$ cat config.mk
export PLATFORM = sky130hd
export DESIGN_NAME = riscv_test_monitor
export DESIGN_NICKNAME = d
export VERILOG_FILES = /design/src/rtl/riscv_test_pkg.sv /design/src/rtl/riscv_test_monitor_sat_counter.sv /design/src/rtl/riscv_test_monitor.sv
export SDC_FILE = /design/constraint.sdc
export NUM_CORES = 1
export LEC_CHECK = 0
export ABC_AREA = 1
export CORE_MARGIN = 1
export CORE_UTILIZATION = 60
export DETAILED_ROUTE_END_ITERATION = 16
export GPL_TIMING_DRIVEN = 0
export PLACE_DENSITY = 0.95
export SYNTH_ARGS = -nofsm -noshare
export SYNTH_HDL_FRONTEND = slang
export SYNTH_HIERARCHICAL = 1
export SYNTH_SLANG_ARGS = --single-unit
$ cat constraint.sdc
create_clock -name clk -period 5.5 [get_ports clk]
set_input_delay 1.1 -clock clk [delete_from_list [all_inputs] [get_ports clk]]
set_output_delay 1.1 -clock clk [all_outputs]
set_load 0.005 [all_outputs]
$ cat src/rtl/riscv_test_pkg.sv
// Shared state encoding, default riscv-tests register indices and flag decode for the test monitor.
// Pure definitions: no latency, no backpressure.
package riscv_test_pkg;

    localparam logic [2:0] S_IDLE   = 3'd0;
    localparam logic [2:0] S_RUN    = 3'd1;
    localparam logic [2:0] S_SETTLE = 3'd2;
    localparam logic [2:0] S_PASS   = 3'd3;
    localparam logic [2:0] S_FAIL   = 3'd4;
    localparam logic [2:0] S_TMO    = 3'd5;

    localparam int RV_TEST_DONE = 26;
    localparam int RV_TEST_PASS = 27;
    localparam int RV_TEST_TNUM = 3;

    typedef enum logic [2:0] {
        ST_IDLE   = S_IDLE,
        ST_RUN    = S_RUN,
        ST_SETTLE = S_SETTLE,
        ST_PASS   = S_PASS,
        ST_FAIL   = S_FAIL,
        ST_TMO    = S_TMO
    } state_t;

    typedef struct packed {
        logic busy;
        logic done;
        logic pass;
        logic fail;
        logic timeout;
    } flags_t;

    function automatic flags_t decode_flags(input state_t s);
        flags_t f;
        f.busy    = (s == ST_RUN) || (s == ST_SETTLE);
        f.pass    = (s == ST_PASS);
        f.fail    = (s == ST_FAIL);
        f.timeout = (s == ST_TMO);
        f.done    = f.pass || f.fail || f.timeout;
        return f;
    endfunction

endpackage

$ cat src/rtl/riscv_test_monitor_sat_counter.sv
// Saturating up-counter used for the verdict tallies; count updates one cycle after inc.
// Holds at all-ones instead of wrapping; no backpressure.
module sat_counter #(
    parameter int W = 8
) (
    input  logic         clk,
    input  logic         rst,
    input  logic         clr,
    input  logic         inc,
    output logic [W-1:0] count
);

    always_ff @(posedge clk or negedge rst) begin
        if (!rst) begin
            count <= '0;
        end else if (clr) begin
            count <= '0;
        end else if (inc && (count != '1)) begin
            count <= count + W'(1);
        end
    end

endmodule

$ cat src/rtl/riscv_test_monitor.sv
// Snoops register-file writes for riscv-tests done/pass/testnum and holds a pass/fail/timeout verdict.
// Verdict flags appear SETTLE_CYCLES+1 cycles after the done write; passive observer, no backpressure.
module riscv_test_monitor
    import riscv_test_pkg::*;
#(
    parameter int          DATA_W         = 32,
    parameter int          REG_ADDR_W     = 5,
    parameter int          DONE_REG       = RV_TEST_DONE,
    parameter int          PASS_REG       = RV_TEST_PASS,
    parameter int          TNUM_REG       = RV_TEST_TNUM,
    parameter int          SETTLE_CYCLES  = 10,
    parameter int unsigned TIMEOUT_CYCLES = 100000,
    parameter int          CNT_W          = 32,
    parameter int          RES_W          = 8,
    parameter int          AUTO_START     = 1
) (
    input  logic                  clk,
    input  logic                  rst,
    input  logic                  start,
    input  logic                  wb_we,
    input  logic [REG_ADDR_W-1:0] wb_waddr,
    input  logic [DATA_W-1:0]     wb_wdata,
    output logic                  busy,
    output logic                  done,
    output logic                  pass,
    output logic                  fail,
    output logic                  timeout,
    output logic [DATA_W-1:0]     fail_testnum,
    output logic [CNT_W-1:0]      cycles,
    output logic [RES_W-1:0]      pass_cnt,
    output logic [RES_W-1:0]      fail_cnt
);

    localparam int SET_W = (SETTLE_CYCLES > 1) ? $clog2(SETTLE_CYCLES) : 1;
    localparam logic [SET_W-1:0]      SETTLE_LAST = SET_W'(SETTLE_CYCLES - 1);
    localparam logic [CNT_W-1:0]      TMO_LAST    = CNT_W'((TIMEOUT_CYCLES == 0) ? 0 : TIMEOUT_CYCLES - 1);
    localparam logic [REG_ADDR_W-1:0] DONE_A      = REG_ADDR_W'(DONE_REG);
    localparam logic [REG_ADDR_W-1:0] PASS_A      = REG_ADDR_W'(PASS_REG);
    localparam logic [REG_ADDR_W-1:0] TNUM_A      = REG_ADDR_W'(TNUM_REG);
    localparam logic [DATA_W-1:0]     ONE         = DATA_W'(1);
    localparam state_t                RESET_STATE = (AUTO_START != 0) ? ST_RUN : ST_IDLE;

    state_t            state;
    state_t            next_state;
    flags_t            flags;
    logic [DATA_W-1:0] shadow_done;
    logic [DATA_W-1:0] shadow_pass;
    logic [DATA_W-1:0] shadow_tnum;
    logic [SET_W-1:0]  settle_cnt;

    logic wr_ok;
    logic done_hit;
    logic tmo_hit;
    logic enter_verdict;
    logic pass_inc;
    logic fail_inc;

    // x0 writes never land, and a write colliding with start belongs to the old test.
    assign wr_ok    = wb_we && (wb_waddr != '0) && !start;
    assign done_hit = (wr_ok && (wb_waddr == DONE_A) && (wb_wdata == ONE)) || (shadow_done == ONE);
    assign tmo_hit  = (TIMEOUT_CYCLES != 0) && (cycles == TMO_LAST);

    always_comb begin
        next_state = state;
        if (start) begin
            next_state = ST_RUN;
        end else begin
            case (state)
                ST_RUN: begin
                    if (done_hit) begin
                        next_state = ST_SETTLE;
                    end else if (tmo_hit) begin
                        next_state = ST_TMO;
                    end
                end
                ST_SETTLE: begin
                    if (settle_cnt == SETTLE_LAST) begin
                        next_state = (shadow_pass == ONE) ? ST_PASS : ST_FAIL;
                    end
                end
                default: next_state = state;
            endcase
        end
    end

    assign enter_verdict = !start && ((state == ST_RUN) || (state == ST_SETTLE))
                           && ((next_state == ST_PASS) || (next_state == ST_FAIL) || (next_state == ST_TMO));
    assign pass_inc      = enter_verdict && (next_state == ST_PASS);
    assign fail_inc      = enter_verdict && (next_state != ST_PASS);

    always_ff @(posedge clk or negedge rst) begin
        if (!rst) begin
            state <= RESET_STATE;
            flags <= '0;
        end else begin
            state <= next_state;
            flags <= decode_flags(next_state);
        end
    end

    always_ff @(posedge clk or negedge rst) begin
        if (!rst) begin
            shadow_done <= '0;
            shadow_pass <= '0;
            shadow_tnum <= '0;
        end else if (start) begin
            shadow_done <= '0;
            shadow_pass <= '0;
            shadow_tnum <= '0;
        end else if (wr_ok) begin
            if (wb_waddr == DONE_A) shadow_done <= wb_wdata;
            if (wb_waddr == PASS_A) shadow_pass <= wb_wdata;
            if (wb_waddr == TNUM_A) shadow_tnum <= wb_wdata;
        end
    end

    // The timeout edge itself is not counted so cycles holds the cycle the limit hit.
    always_ff @(posedge clk or negedge rst) begin
        if (!rst) begin
            cycles       <= '0;
            settle_cnt   <= '0;
            fail_testnum <= '0;
        end else if (start) begin
            cycles       <= '0;
            settle_cnt   <= '0;
            fail_testnum <= '0;
        end else begin
            if (((state == ST_RUN) && (next_state != ST_TMO)) || (state == ST_SETTLE)) begin
                cycles <= cycles + CNT_W'(1);
            end
            settle_cnt <= (state == ST_SETTLE) ? settle_cnt + SET_W'(1) : '0;
            if (enter_verdict) begin
                fail_testnum <= shadow_tnum;
            end
        end
    end

    sat_counter #(.W(RES_W)) u_pass_cnt (
        .clk   (clk),
        .rst   (rst),
        .clr   (1'b0),
        .inc   (pass_inc),
        .count (pass_cnt)
    );

    sat_counter #(.W(RES_W)) u_fail_cnt (
        .clk   (clk),
        .rst   (rst),
        .clr   (1'b0),
        .inc   (fail_inc),
        .count (fail_cnt)
    );

    assign busy    = flags.busy;
    assign done    = flags.done;
    assign pass    = flags.pass;
    assign fail    = flags.fail;
    assign timeout = flags.timeout;

endmodule

### Word-level counts from Yosys, hierarchy flattened

Index checks and enable logic that the tools add are counted.

| operators by class | value |
|---|---|
| reduce and logical (&&, ||, !) cells | 28 |
| add/subtract/negate cells | 4 |
| eq/ne operators | 19 |
| mux-type cells | 21 |

Operators with widths:

| cell | count |
|---|---|
| two-way mux 32 bit | 13 |
| == test 32 x 1 -> 1 bit, second input constant | 3 |
| adder 32 x 1 -> 32 bit, second input constant | 1 |
| == test 32 x 17 -> 1 bit, second input constant | 1 |
| adder 8 x 1 -> 8 bit, second input constant | 2 |
| != test 8 bit, second input constant | 2 |
| two-way mux 3 bit | 5 |
| nonzero test 2 bit | 6 |
| logical AND 1 bit | 11 |
| == test 5 bit, second input constant | 2 |
| == test 3 x 2 -> 1 bit, second input constant | 3 |
| two-way mux 4 bit | 2 |
| == test 3 x 1 -> 1 bit, second input constant | 2 |
| == test 3 bit, second input constant | 2 |
| logical OR 1 bit | 6 |
| one-hot mux 3 bit (2 select lines) | 1 |
| AND reduction 2 bit | 3 |
| == test 5 x 2 -> 1 bit, second input constant | 1 |
| nonzero test 5 bit | 1 |
| adder 4 x 1 -> 4 bit, second input constant | 1 |
| == test 4 bit, second input constant | 1 |
| != test 3 x 2 -> 1 bit, second input constant | 1 |
| != test 3 bit, second input constant | 1 |
| zero test 1 bit | 1 |

| word-level totals | value |
|---|---|
| register bits after elaboration | 188 |
| bits of input ports | 41 |
| output and inout port bits | 85 |
| word-level logic and storage cells | 86 |

### Logic depth before layout (Yosys ltp)

Gate-level depths: netlist of run 1.

| depth | value |
|---|---|
| depth in word-level cells | 15 |
| mapped depth | 21 |
| mapped depth without buffers | 20 |

### Hierarchy

The synthesis of run 1 kept the hierarchy.

By module, submodules not included:

| module | cells an instance | area an instance (µm²) | times used | seq. area each (µm²) |
|---|---|---|---|---|
| riscv_test_monitor | 1011 | 8197.9 | 1 | 4305.4 |
| sat_counter | 74 | 511.7 | 2 | 200.2 |

### Worst setup path before layout of run 1

OpenSTA, ideal clock, no wires.

| path | value |
|---|---|
| kind | input port to flip-flop |
| start | input wb_waddr[2] |
| end | register u_fail_cnt.count[7] |
| setup slack | 2476 ps |
| data arrival time | 2911 ps |
| stages | 19 |
| required time | 5387 ps |
| setup time | 113 ps |
| buffers on the path | 1 |
| cell sequence | inv_1 nand3_1 nor2_1 nand2_1 nor2_1 nand2_1 nand2_1 nand2_1 a21oi_2 nand3_2 nand2_4 nand2_4 buf_6 nor2_1 inv_1 a21oi_1 nand3_1 nand2_1 inv_1 |

| on the way | value |
|---|---|
| word-level cells in the longest chain between the ends | 15 |
| elaborated cells between the ends (all ways) | 19 |
| classes of those cells | 5 x eq/ne; 3 x mux; 11 x reduce/logical |

RTL lines:

| what | line | text |
|---|---|---|
| start: declaration | riscv_test_monitor.sv:21 | `input logic [REG_ADDR_W-1:0] wb_waddr,` |
| nonzero test 5 bit | riscv_test_monitor.sv:59 | `assign wr_ok = wb_we && (wb_waddr != '0) && !start;` |
| logical AND 1 bit (2 in a row) | riscv_test_monitor.sv:59 |  |
| logical AND 1 bit * (2 in a row) | riscv_test_monitor.sv:60 | `assign done_hit = (wr_ok && (wb_waddr == DONE_A) && (wb_wdata == ONE)) \|\| (shadow_done == ONE);` |
| logical OR 1 bit * | riscv_test_monitor.sv:60 |  |
| two-way mux 3 bit * | riscv_test_monitor.sv:70 | `if (done_hit) begin` |
| one-hot mux 3 bit (2 select lines) * | riscv_test_monitor.sv:68 | `case (state)` |
| two-way mux 3 bit * | riscv_test_monitor.sv:65 | `if (start) begin` |
| named net next_state[1] | riscv_test_monitor.sv:44 | `state_t next_state;` |
| == test 3 x 2 -> 1 bit / == test 3 bit (equally long branches) | riscv_test_monitor.sv:87 | `&& ((next_state == ST_PASS) \|\| (next_state == ST_FAIL) \|\| (next_state == ST_TMO));` |
| logical OR 1 bit (2 in a row) | riscv_test_monitor.sv:87 |  |
| logical AND 1 bit | riscv_test_monitor.sv:87 |  |
| logical AND 1 bit * | riscv_test_monitor.sv:89 | `assign fail_inc = enter_verdict && (next_state != ST_PASS);` |
| named net fail_inc | riscv_test_monitor.sv:56 | `logic fail_inc;` |
| logical AND 1 bit * | riscv_test_monitor_sat_counter.sv:18 | `end else if (inc && (count != '1)) begin` |
| end signal: assignment | riscv_test_monitor_sat_counter.sv:19 | `count <= count + W'(1);` |
| end: declaration | riscv_test_monitor_sat_counter.sv:10 | `output logic [W-1:0] count` |

Mark *: on every way through the listed nets, which the timed path passes. The rest lies on a longest branch.
A chain may end at the register's enable or synchronous reset.

### Final worst setup path of run 1

| path | value |
|---|---|
| start | input start |
| end | register u_pass_cnt.count[7] |

| on the way | value |
|---|---|
| word-level cells in the longest chain between the ends | 14 |
| elaborated cells between the ends (all ways) | 17 |
| classes of those cells | 3 x eq/ne; 3 x mux; 11 x reduce/logical |

RTL lines:

| what | line | text |
|---|---|---|
| start: declaration | riscv_test_monitor.sv:19 | `input logic start,` |
| zero test 1 bit | riscv_test_monitor.sv:59 |  |
| logical AND 1 bit | riscv_test_monitor.sv:59 |  |
| logical AND 1 bit (2 in a row) | riscv_test_monitor.sv:60 |  |
| logical OR 1 bit | riscv_test_monitor.sv:60 |  |
| two-way mux 3 bit | riscv_test_monitor.sv:70 |  |
| one-hot mux 3 bit (2 select lines) | riscv_test_monitor.sv:68 |  |
| two-way mux 3 bit * | riscv_test_monitor.sv:65 |  |
| named net next_state[1] | riscv_test_monitor.sv:44 |  |
| == test 3 x 2 -> 1 bit / == test 3 bit (equally long branches) | riscv_test_monitor.sv:87, riscv_test_monitor.sv:88 |  |
| logical OR 1 bit (2 in a row) | riscv_test_monitor.sv:87 |  |
| logical AND 1 bit | riscv_test_monitor.sv:87 |  |
| logical AND 1 bit * | riscv_test_monitor.sv:88 | `assign pass_inc = enter_verdict && (next_state == ST_PASS);` |
| named net pass_inc | riscv_test_monitor.sv:55 | `logic pass_inc;` |
| logical AND 1 bit * | riscv_test_monitor_sat_counter.sv:18 |  |
| end signal: assignment | riscv_test_monitor_sat_counter.sv:19 |  |
| end: declaration | riscv_test_monitor_sat_counter.sv:10 |  |

Marks and branches as above.

==> metrics.md, run 1 <==
| Metric | Value |
|---|---|
| Status | complete, no violations |
| WP data arrival | 4.35 ns |
| DRC errors left | 0 |
| DIE AREA | around 16000 µm² |
| Most used DFF post-synth | dfrtp_1 |
| Port Buf Inserts | between 100 and 150 |
| DR iter-0 viols | ~1.1k |
| Worst setup slack after layout | 1.49 ns |
| CP required | 5.84 ns |
| # nets final | roughly 1.4k |
| Clock network power share | 0.378 |
| Synth Area in Adders | 0.00678 |
| Max-slew headroom | 0.475 |
| Post-route insts no fill | about 1.5k |
| Sequential area share after synthesis | 0.510 |
| Fin. Hold Viols | 0 |
| CTS Buffer Depth | 2 |
| Antenna-violating nets left | 0 |
| Post-CTS resize count | 0 |
| Net Sw Power | roughly 0.9 mW |
| Cts bufs inserted | 17 |
| Multiplexer share of the synthesized area | 0 |
| Slew Viols, Final | 0 |
| Max-Cap Viols | 0 |
| First-pass GRT wire length | ~43000 µm |
| Slowest Stage Delay on Critical Path | between 0.5 and 0.6 ns |
| Worst Path Max Fanout | 10 |
| Die height | 126 µm |
| IO Pins | 126 |
| Part of the power in registers | 0.481 |
| Post-route design area | between 10000 and 15000 µm² |
| Die width | between 100 and 150 µm |
| Ys async rst share | 1.00 |
| Leakage | around 5.4 nW |
| Diodes inserted | 0 |
| Combinational Power Share | 0.141 |
| Setup WS pre-CTS | between 1 and 1.5 ns |
| Post-Synth Simple-Gate Area | 0.320 |
| Share of layout cells above drive strength 1 | 0.0594 |
| Routed via count | roughly 8.9k |
| TritonCTS clock tree | yes |
| Synthesis warning total | 6 |
| Cell area after synthesis | approximately 9200 µm² |
| Synth cell types | 31 |
| Routed len/inst | 17.5 µm |
| CP dominant cell by count | nand2_1 |
| Synth Area in Compound Gates | 0.0664 |
| # hold bufs at CTS | 0 |
| CORE AREA | between 10000 and 15000 µm² |
| Routability cong. | 0.936 |
| Worst min-delay path category | reg2reg |
| Startpoint Class | input pin |
| Clk slew on worst S/H paths | around 0.070 ns |
| Root buffer cell | clkbuf_16 |
| Maximum vdd drop | 0.310 mV |
| Htree depth | 4 |
| Cell-internal power | ~2.3 mW |
| Gr usage total | 0.352 |
| Worst Tran Pin Value | around 0.8 ns |
| RSZ-0062 raised after global routing | no |
| CP bufs+invs | 6 |
| CTS sink cnt | 188 |
| Worst Clk Skew | around 0.01 ns |
| Slowest CP cell | clkdlybuf4s50_1 |
| Post-synthesis cell count | between 1k and 1.5k |
| Syn avg cell area | approximately 8.0 µm² |
| Initial antenna violation count | 0 |
| Setup TNS | 0 ns |
| DP Wirelength | ~18000 µm |
| Switching share of total power | 0.283 |
| Row count | 44 |
| Most frequent cells in the layout | nand2_1 (320), dfrtp_1 (187), clkdlybuf4s50_1 (124), nand3_1 (123), nor2_1 (122) |
| Largest net degree at the start of global routing | 130 |
| Most common cell after layout, fill and taps aside | nand2_1 |
| Post-layout total power | approximately 3.2 mW |
| Critical path type | in2reg |
| Synth Area in XOR/XNOR | 0.0294 |
| Final Cycle Share | 0.729 |
| Crit-path leading delay family | simple AND/OR/NAND/NOR gates |
| Vias per inst | 5.86 |
| CP Cell Sequence | clkdlybuf4s50_1 -> inv_2 -> nand2_1 -> nor2_1 -> nand2_1 -> nor2_1 -> nand2_1 -> nand2_1 -> nand2_1 -> a21oi_2 -> nand3_2 -> nand2_4 -> buf_4 -> nand3_1 -> inv_1 -> inv_1 -> a21oi_1 -> nand3_1 -> nand2_1 -> inv_1 |
| Vias in the first global route | 8775 |
| Layout area overhead | 23.2% |
| CP endpoint kind | flip-flop |
| Post-synth EDFFs | 0 |
| Final Hold Slack | 0.490 ns |
| Inst Count DP | around 1.5k |
| Final Util | 0.770 |
| Setup violators final | 0 |
| Final Routed Wirelength | 26400 µm |
| FF+latch count, synth | around 190 |
| GR Overflow Total | 0 |
| Largest family of logic cells by synthesized area | simple AND/OR/NAND/NOR gates |
| Post-CTS Setup Bufs | 0 |
| Initial cell density of the core | 0.625 |
| PD cells | roughly 280 nW/µm² |
| Final min period | between 4 and 5 ns |
| Clock latency on the worst-skew pair | around 0.44 ns |
| DR pass1 iterations | 7 |
| Area post-placement | ~11000 µm² |
| Fmax | roughly 250 MHz |
## logic make-up (layout without fill, tap and decap cells)
family | Yosys count | count (layout)
compound gates | 118 | 118
buf+inv | 149 | 307
other cells | 1 | 14
flops | 188 | 188
simple gates | 667 | 667
xor+xnor | 31 | 31
fa+ha+maj | 5 | 5
## path summary, 6_finish.rpt
| kind | from | end | slack (ns) | cells past startpoint |
|---|---|---|---|---|
| max | start | u_pass_cnt/count[7] | 1.49 | 20 |
| max in group asynchronous | rst | settle_cnt[3] | 3.95 | 2 |
| min reg2reg | shadow_pass[7] | shadow_pass[7] | 0.49 | 2 |
| max reg2reg | cycles[0] | u_pass_cnt/count[7] | 2.20 | 21 |
| min | shadow_pass[7] | shadow_pass[7] | 0.49 | 2 |
| min in group asynchronous | rst | fail_testnum[6] | 0.58 | 1 |
## worst reg2reg max path: stages (launching register included)
cell and delay (ns):
dfrtp_1 0.45, ha_1 0.26, nand2_1 0.09, inv_1 0.09, nand3_1 0.11, nor2_1 0.12, nand3_1 0.12, nor2_1 0.14
nand3_1 0.08, nand2_1 0.07, nand2_1 0.08, inv_2 0.10, nand2_1 0.12, nand2_4 0.18, buf_4 0.23, nand3_1 0.15
inv_1 0.18, inv_1 0.08, a21oi_1 0.28, nand3_1 0.14, nand2_1 0.09, inv_1 0.04
## routing by layer
metal,vias to the layer above,global-route usage,share of wire
met5,-,0,0
met4,0,0.172,0.035
met3,90,0.0752,0.090
met2,484,0.565,0.49
met1,4220,0.456,0.39
li1,4076,-,-
## power groups by stage
stage | Sequential [mW] | Clock (mW) | Combinational, mW
floorplan | 1.54 | 0 | 0.230
global placement | 1.55 | 0 | 0.417
detailed placement | 1.55 | 0 | 0.434
CTS | 1.53 | 1.21 | 0.442
global route | 1.54 | 1.27 | 0.489
finish | 1.53 | 1.20 | 0.448
## state kept, by name, summed over array words and instances, names as in the netlist, 3 cells and up
name and count:
fail_testnum 32, shadow_done 32, shadow_tnum 32, state 3, cycles 32, u_pass_cnt/count 8, shadow_pass 32, u_fail_cnt/count 8
settle_cnt 4
## cell usage after synthesis (9+ instances only)
| master | n | area, µm² |
|---|---|---|
| inv_1 | 89 | 334 |
| xor2_1 | 20 | 175 |
| nand2_1 | 320 | 1200 |
| nand4_1 | 47 | 294 |
| o21ai_0 | 100 | 500 |
| nand3_1 | 123 | 616 |
| xnor2_1 | 11 | 96.3 |
| a21oi_1 | 9 | 45.0 |
| clkbuf_1 | 38 | 143 |
| nor3_1 | 22 | 110 |
| dfrtp_1 | 187 | 4680 |
| nand3_2 | 11 | 110 |
| nor2_1 | 122 | 458 |
## cell type report
type,instances,area (µm²)
sequential,188,4710
multi-input combinational,835,3950
fill,975,3400
timing repair buffer,126,1280
clock buffer,20,457
inverter,96,370
buffer,53,244
tap,184,230
clock inverter,12,116
(Power assumes the default switching activity.)
==> inputs of run 2 (changes only) <==
--- a/config.mk
+++ b/config.mk
@@ -7,10 +7,10 @@
 export LEC_CHECK = 0
 export ABC_AREA = 1
 export CORE_MARGIN = 1
-export CORE_UTILIZATION = 60
+export CORE_UTILIZATION = 50
 export DETAILED_ROUTE_END_ITERATION = 16
 export GPL_TIMING_DRIVEN = 0
-export PLACE_DENSITY = 0.95
+export PLACE_DENSITY = 0.88
 export SYNTH_ARGS = -nofsm -noshare
 export SYNTH_HDL_FRONTEND = slang
 export SYNTH_HIERARCHICAL = 1
==> constraint.sdc (replaced) <==
create_clock -name clk -period 3.34 [get_ports clk]
set_input_delay 0.668 -clock clk [delete_from_list [all_inputs] [get_ports clk]]
set_output_delay 0.668 -clock clk [all_outputs]
set_load 0.005 [all_outputs]
==> metrics.md, run 2 (synthesized netlist as in run 1, its figures left out) <==
| Metric | Value |
|---|---|
| Status | complete, no violations |
| Most common cell after layout, fill and taps aside | nand2_1 |
| Critical path type | in2reg |
| PD cells | 468 nW/µm² |
| Largest net degree at the start of global routing | 121 |
| CORE AREA | between 15000 and 20000 µm² |
| Die width | 138 µm |
| Initial cell density of the core | 0.512 |
| Filler Cell Count | approximately 1.5k |
| DIE AREA | roughly 19000 µm² |
| Die height | 138 µm |
| RSZ-0062 raised after global routing | no |
| Htree depth | 4 |
| TritonCTS clock tree | yes |
| DRC errors left | 0 |
| IO Pins | between 100 and 150 |
| Initial antenna violation count | 0 |
| Max-Cap Viols | 0 |
| Post-route design area | 11500 µm² |
| DP Wirelength | ~18000 µm |
| Worst min-delay path category | in2async |
| Root buffer cell | clkbuf_16 |
| CTS sink cnt | about 190 |
| Combinational Power Share | 0.134 |
| Final Util | 0.638 |
| Leakage | 5.43 nW |
| Clock latency on the worst-skew pair | around 0.44 ns |
| Port Buf Inserts | between 100 and 150 |
| CP required | 3.67 ns |
| Maximum vdd drop | between 0.4 and 0.5 mV |
| DR pass1 iterations | 6 |
| Layout area overhead | 24.7% |
| Slew Viols, Final | 0 |
| Share of layout cells above drive strength 1 | 0.0631 |
| Routed len/inst | 15.6 µm |
| Final min period | approximately 3.1 ns |
| Routing layer with the top usage in global route | met2 |
| Setup violators final | 0 |
| Worst Tran Pin Value | 0.745 ns |
| Worst Clk Skew | between 0.01 and 0.015 ns |
| CTS Buffer Depth | 2 |
| Gr usage total | 0.271 |
| Startpoint Class | input pin |
| Post-layout total power | 5.39 mW |
| Final Routed Wirelength | 24300 µm |
| Clock network power share | 0.398 |
| Cell-internal power | 3.90 mW |
| M2 GR Usage | 0.446 |
| Row count | 49 |
| # nets final | 1365 |
| GRT met3 Usage | 0.0445 |
| Diodes inserted | 0 |
| DR iter-0 viols | between 800 and 900 |
| Met1 global-route usage | 0.365 |
| Net Sw Power | approximately 1.5 mW |
| Switching share of total power | 0.275 |
| Vias in the first global route | between 7k and 8k |
| Max-slew headroom | 0.501 |
| Vias per inst | 5.50 |
| Antenna-violating nets left | 0 |
| Clk slew on worst S/H paths | approximately 0.080 ns |
| First-pass GRT wire length | approximately 39000 µm |
| Routability cong. | about 0.97 |
| Final Cycle Share | 0.916 |
| Fin. Hold Viols | 0 |
| Cts bufs inserted | 17 |
| Most frequent cells in the layout | nand2_1 (320), dfrtp_1 (187), nand3_1 (123), clkdlybuf4s50_1 (123), nor2_1 (120) |
| Area post-placement | around 11000 µm² |
| Part of the power in registers | 0.468 |
| WP data arrival | between 3 and 4 ns |
| GR Overflow Total | 0 |
| Fmax | around 330 MHz |
| Worst Path Max Fanout | 10 |
| Routed via count | approximately 8.6k |
| CP endpoint kind | flip-flop |
run 2: metal layers:
metal  wire, µm  vias to the layer above
met5          0                        -
met4        508                        0
met3       1660                       43
met2      11800                      353
met1      10400                     4094
li1           -                     4093
run 2: worst paths after layout:
check	cells after the start	slack (ns)	from	endpoint
max	20	0.28	wb_wdata[9]	u_fail_cnt/count[7]
min	1	0.16	rst	shadow_tnum[13]
max reg2reg	21	0.32	cycles[1]	u_fail_cnt/count[7]
min reg2reg	2	0.49	shadow_tnum[4]	shadow_tnum[4]
max in group asynchronous	2	2.24	rst	busy
min in group clk	2	0.49	shadow_tnum[4]	shadow_tnum[4]
run 2: power by group through the flow:
stage / clock network [mW] / registers (mW) / logic (mW)
finish: 2.14 / 2.52 / 0.720
global route: 2.26 / 2.53 / 0.798
CTS: 2.16 / 2.52 / 0.714
detailed placement: 0 / 2.56 / 0.707
global placement: 0 / 2.55 / 0.678
floorplan: 0 / 2.53 / 0.379
run 2: timing repair:
| item | in CTS | in global routing |
|---|---|---|
| resized for setup | 1 | 5 |
| setup buffers | 0 | 2 |
| pin swaps | 0 | 0 |
| hold buffers | 0 | 0 |
| setup endpoints to repair | 1 | 15 |
run 2: cell type report:
| class | instances | area (µm²) | area share |
|---|---|---|---|
| flip-flops and latches | 188 | 4710 | 0.409 |
| clock inverters | 12 | 180 | 0.0157 |
| well taps | 229 | 287 | 0.0249 |
| inverters | 96 | 370 | 0.0322 |
| repair buffers | 128 | 1300 | 0.113 |
| clock buffers | 19 | 443 | 0.0385 |
| multi-input cells | 835 | 3970 | 0.345 |
| plain buffers | 53 | 244 | 0.0212 |
run 2: critical path: stages:
cell             delay [ns]
clkdlybuf4s50_1        0.45
nor2_1                 0.12
nand2_1                0.06
nor2_1                 0.16
nand2_1                0.13
nor2_1                 0.11
nand2_1                0.11
nand2_1                0.08
nand2_1                0.07
a21oi_2                0.20
nand3_2                0.16
nand2_4                0.16
nand2_4                0.10
buf_6                  0.16
nor2_2                 0.17
inv_1                  0.11
a21oi_4                0.17
nand3_1                0.10
nand2_1                0.07
inv_1                  0.03
run 2: metrics by stage:
stage | cells | hold WS [ns] | worst slack, ns | setup TNS [ns]
floorplan | 1172 | 0.372 | 0.748 | 0
global placement | 1526 | 0.466 | -5.76 | -1082.11
detailed placement | 1527 | 0.474 | -0.521 | -4.26
CTS | 1558 | 0.188 | 0.0287 | 0
global route | 1560 | 0.207 | 0.0403 | 0
finish | 1560 | 0.160 | 0.280 | 0
==> inputs of run 3 (changes only) <==
--- a/config.mk
+++ b/config.mk
@@ -6,6 +6,7 @@
 export NUM_CORES = 1
 export LEC_CHECK = 0
 export ABC_AREA = 1
+export CORE_ASPECT_RATIO = 2
 export CORE_MARGIN = 1
 export CORE_UTILIZATION = 50
 export DETAILED_ROUTE_END_ITERATION = 16
==> metrics.md, run 3 (synthesized netlist as in run 1, its figures left out) <==
| Metric | Value |
|---|---|
| Status | finished, violations left |
| Failing checks | design-rule violations |
| Die height | roughly 190 µm |
| Slowest CP cell | clkdlybuf4s50_1 |
| Crit-path leading delay family | simple AND/OR/NAND/NOR gates |
| Initial cell density of the core | 0.516 |
| Antenna-violating nets left | 0 |
| Share of layout cells above drive strength 1 | 0.0624 |
| CTS Buffer Depth | 2 |
| CP Cell Sequence | clkdlybuf4s50_1 -> nor2_1 -> nand2_1 -> nor2_1 -> nand2_1 -> nor2_1 -> nand2_1 -> nand2_1 -> nand2_1 -> a21oi_2 -> nand3_2 -> nand2_4 -> nand2_4 -> buf_6 -> nor2_2 -> inv_1 -> a21oi_2 -> nand3_1 -> nand2_1 -> inv_1 |
| CP endpoint kind | flip-flop |
| Most frequent cells in the layout | nand2_1 (320), dfrtp_1 (187), nand3_1 (123), clkdlybuf4s50_1 (123), nor2_1 (121) |
| CP bufs+invs | 4 |
| Clock latency on the worst-skew pair | 0.44 ns |
| Fmax | between 300 and 400 MHz |
| Largest net degree at the start of global routing | 130 |
| Part of the power in registers | 0.472 |
| Layout area overhead | 24.2% |
| Port Buf Inserts | roughly 130 |
| Max-Cap Viols | 0 |
| Diodes inserted | 0 |
| CORE AREA | 17900 µm² |
| Die width | between 90 and 100 µm |
| Cell-internal power | roughly 3.8 mW |
| TritonCTS clock tree | yes |
| Filler Cell Count | between 1k and 1.5k |
| DP Wirelength | 19000 µm |
| Routed via count | between 8k and 9k |
| First-pass GRT wire length | around 41000 µm |
| Inst Count DP | roughly 1.5k |
| CP required | roughly 3.7 ns |
| Worst setup slack after layout | roughly 0.30 ns |
| Post-CTS Setup Bufs | 0 |
| Max-slew headroom | 0.546 |
| Slew Viols, Final | 0 |
| DIE AREA | 19000 µm² |
| IO Pins | around 130 |
| Vias per inst | about 5.5 |
| CTS sink cnt | roughly 190 |
| Clk slew on worst S/H paths | 0.07 ns |
| Setup WS pre-CTS | -0.405 ns |
| Switching share of total power | 0.293 |
| Initial antenna violation count | 0 |
| DR iter-0 viols | about 580 |
| Area post-placement | between 10000 and 15000 µm² |
| Cts bufs inserted | 17 |
| Root buffer cell | clkbuf_16 |
| Slowest Stage Delay on Critical Path | around 0.43 ns |
| Post-route insts no fill | between 1.5k and 2k |
| Worst Path Max Fanout | 10 |
| Clock network power share | 0.393 |
| DRC errors left | 5 |
| Gr usage total | 0.275 |
| RSZ-0062 raised after global routing | no |
| PD cells | 465 nW/µm² |
| Setup TNS | 0 ns |
| # nets final | between 1k and 1.5k |
| WP data arrival | approximately 3.4 ns |
| DR pass1 iterations | 12 |
| Routability cong. | approximately 0.97 |
| Setup violators final | 0 |
| Row count | 69 |
| CP dominant cell by count | nand2_1 |
| Combinational Power Share | 0.135 |
| Routed len/inst | between 15 and 20 µm |
| GR Overflow Total | 0 |
| Vias in the first global route | ~8.6k |
| Net Sw Power | 1.56 mW |
| Htree depth | 4 |
| Leakage | between 5 and 6 nW |
| Worst setup path startpoint | wb_wdata[3] |
| Final Routed Wirelength | ~25000 µm |
| Maximum vdd drop | 0.369 mV |
| Post-route design area | around 11000 µm² |
| # hold bufs at CTS | 0 |
| Worst Tran Pin Value | around 0.68 ns |
| Critical path type | in2reg |
| Origin of the critical flop-to-flop path | cycles[1] |
| Final Cycle Share | 0.911 |
| Fin. Hold Viols | 0 |
| Final min period | slightly above 3 ns |
| Most common cell after layout, fill and taps aside | nand2_1 |
| Worst min-delay path category | in2async |
| Startpoint Class | input pin |
| Worst Clk Skew | around 0.015 ns |
run 3: worst register-to-register path, stage by stage (launching register included):
cell,delay [ns]
dfrtp_1,0.46
ha_1,0.24
nand2_1,0.08
inv_1,0.12
nand3_1,0.12
nor2_1,0.11
nand3_1,0.13
nor2_1,0.16
nand3_1,0.08
nand2_1,0.08
nand2_1,0.08
inv_2,0.09
nand2_1,0.10
nand2_4,0.15
nand2_4,0.11
buf_6,0.16
nor2_2,0.17
inv_1,0.09
a21oi_2,0.18
nand3_1,0.11
nand2_1,0.07
inv_1,0.03
run 3: final cells by class:
class                      count  area [µm²]  area share
buffer                        53         244      0.0213
clock buffer                  17         425      0.0372
tap                          213         267      0.0233
timing repair buffer         126        1290       0.112
sequential                   188        4710       0.411
inverter                      96         370      0.0323
multi-input combinational    835        3960       0.346
clock inverter                15         193      0.0168
run 3: routing by layer:
metal / vias up / global-route usage / share of wire
li1: 4066 / - / -
met2: 332 / 0.509 / 0.56
met5: - / 0 / 0
met3: 93 / 0.0346 / 0.041
met4: 0 / 0.187 / 0.061
met1: 3981 / 0.283 / 0.34
run 3: final timing paths:
check / endpoint / slack, ns / depth (start not counted)
worst max-delay path: u_fail_cnt/count[7] / 0.30 / 20
worst min-delay path: fail_testnum[7] / 0.15 / 1
worst max register to register: u_fail_cnt/count[7] / 0.33 / 21
worst min register to register: shadow_pass[0] / 0.49 / 2
max in group asynchronous: u_fail_cnt/count[5] / 2.21 / 2
min in group clk: shadow_pass[0] / 0.49 / 2
run 3: metrics by stage:
| stage | power, mW | utilization | hold slack, ns |
|---|---|---|---|
| 2_1_floorplan | 2.91 | - | 0.372 |
| 3_3_place_gp | 3.24 | 0.604 | 0.465 |
| 3_5_place_dp | 3.27 | 0.605 | 0.474 |
| 4_1_cts | 5.34 | 0.640 | 0.165 |
| 5_1_grt | 5.53 | 0.641 | 0.185 |
| 6_report | 5.33 | 0.641 | 0.154 |
run 3: power groups by stage:
stage	clock network, mW	registers, mW	logic, mW
2_1_floorplan	0	2.53	0.379
3_3_place_gp	0	2.55	0.694
3_5_place_dp	0	2.55	0.716
4_1_cts	2.10	2.51	0.722
5_1_grt	2.21	2.53	0.799
6_report	2.09	2.52	0.722
run 3: what timing repair did:
item	in CTS	in global routing
gates resized for setup	0	4
endpoints found under the setup margin	0	11
endpoints found under the hold margin	0	0
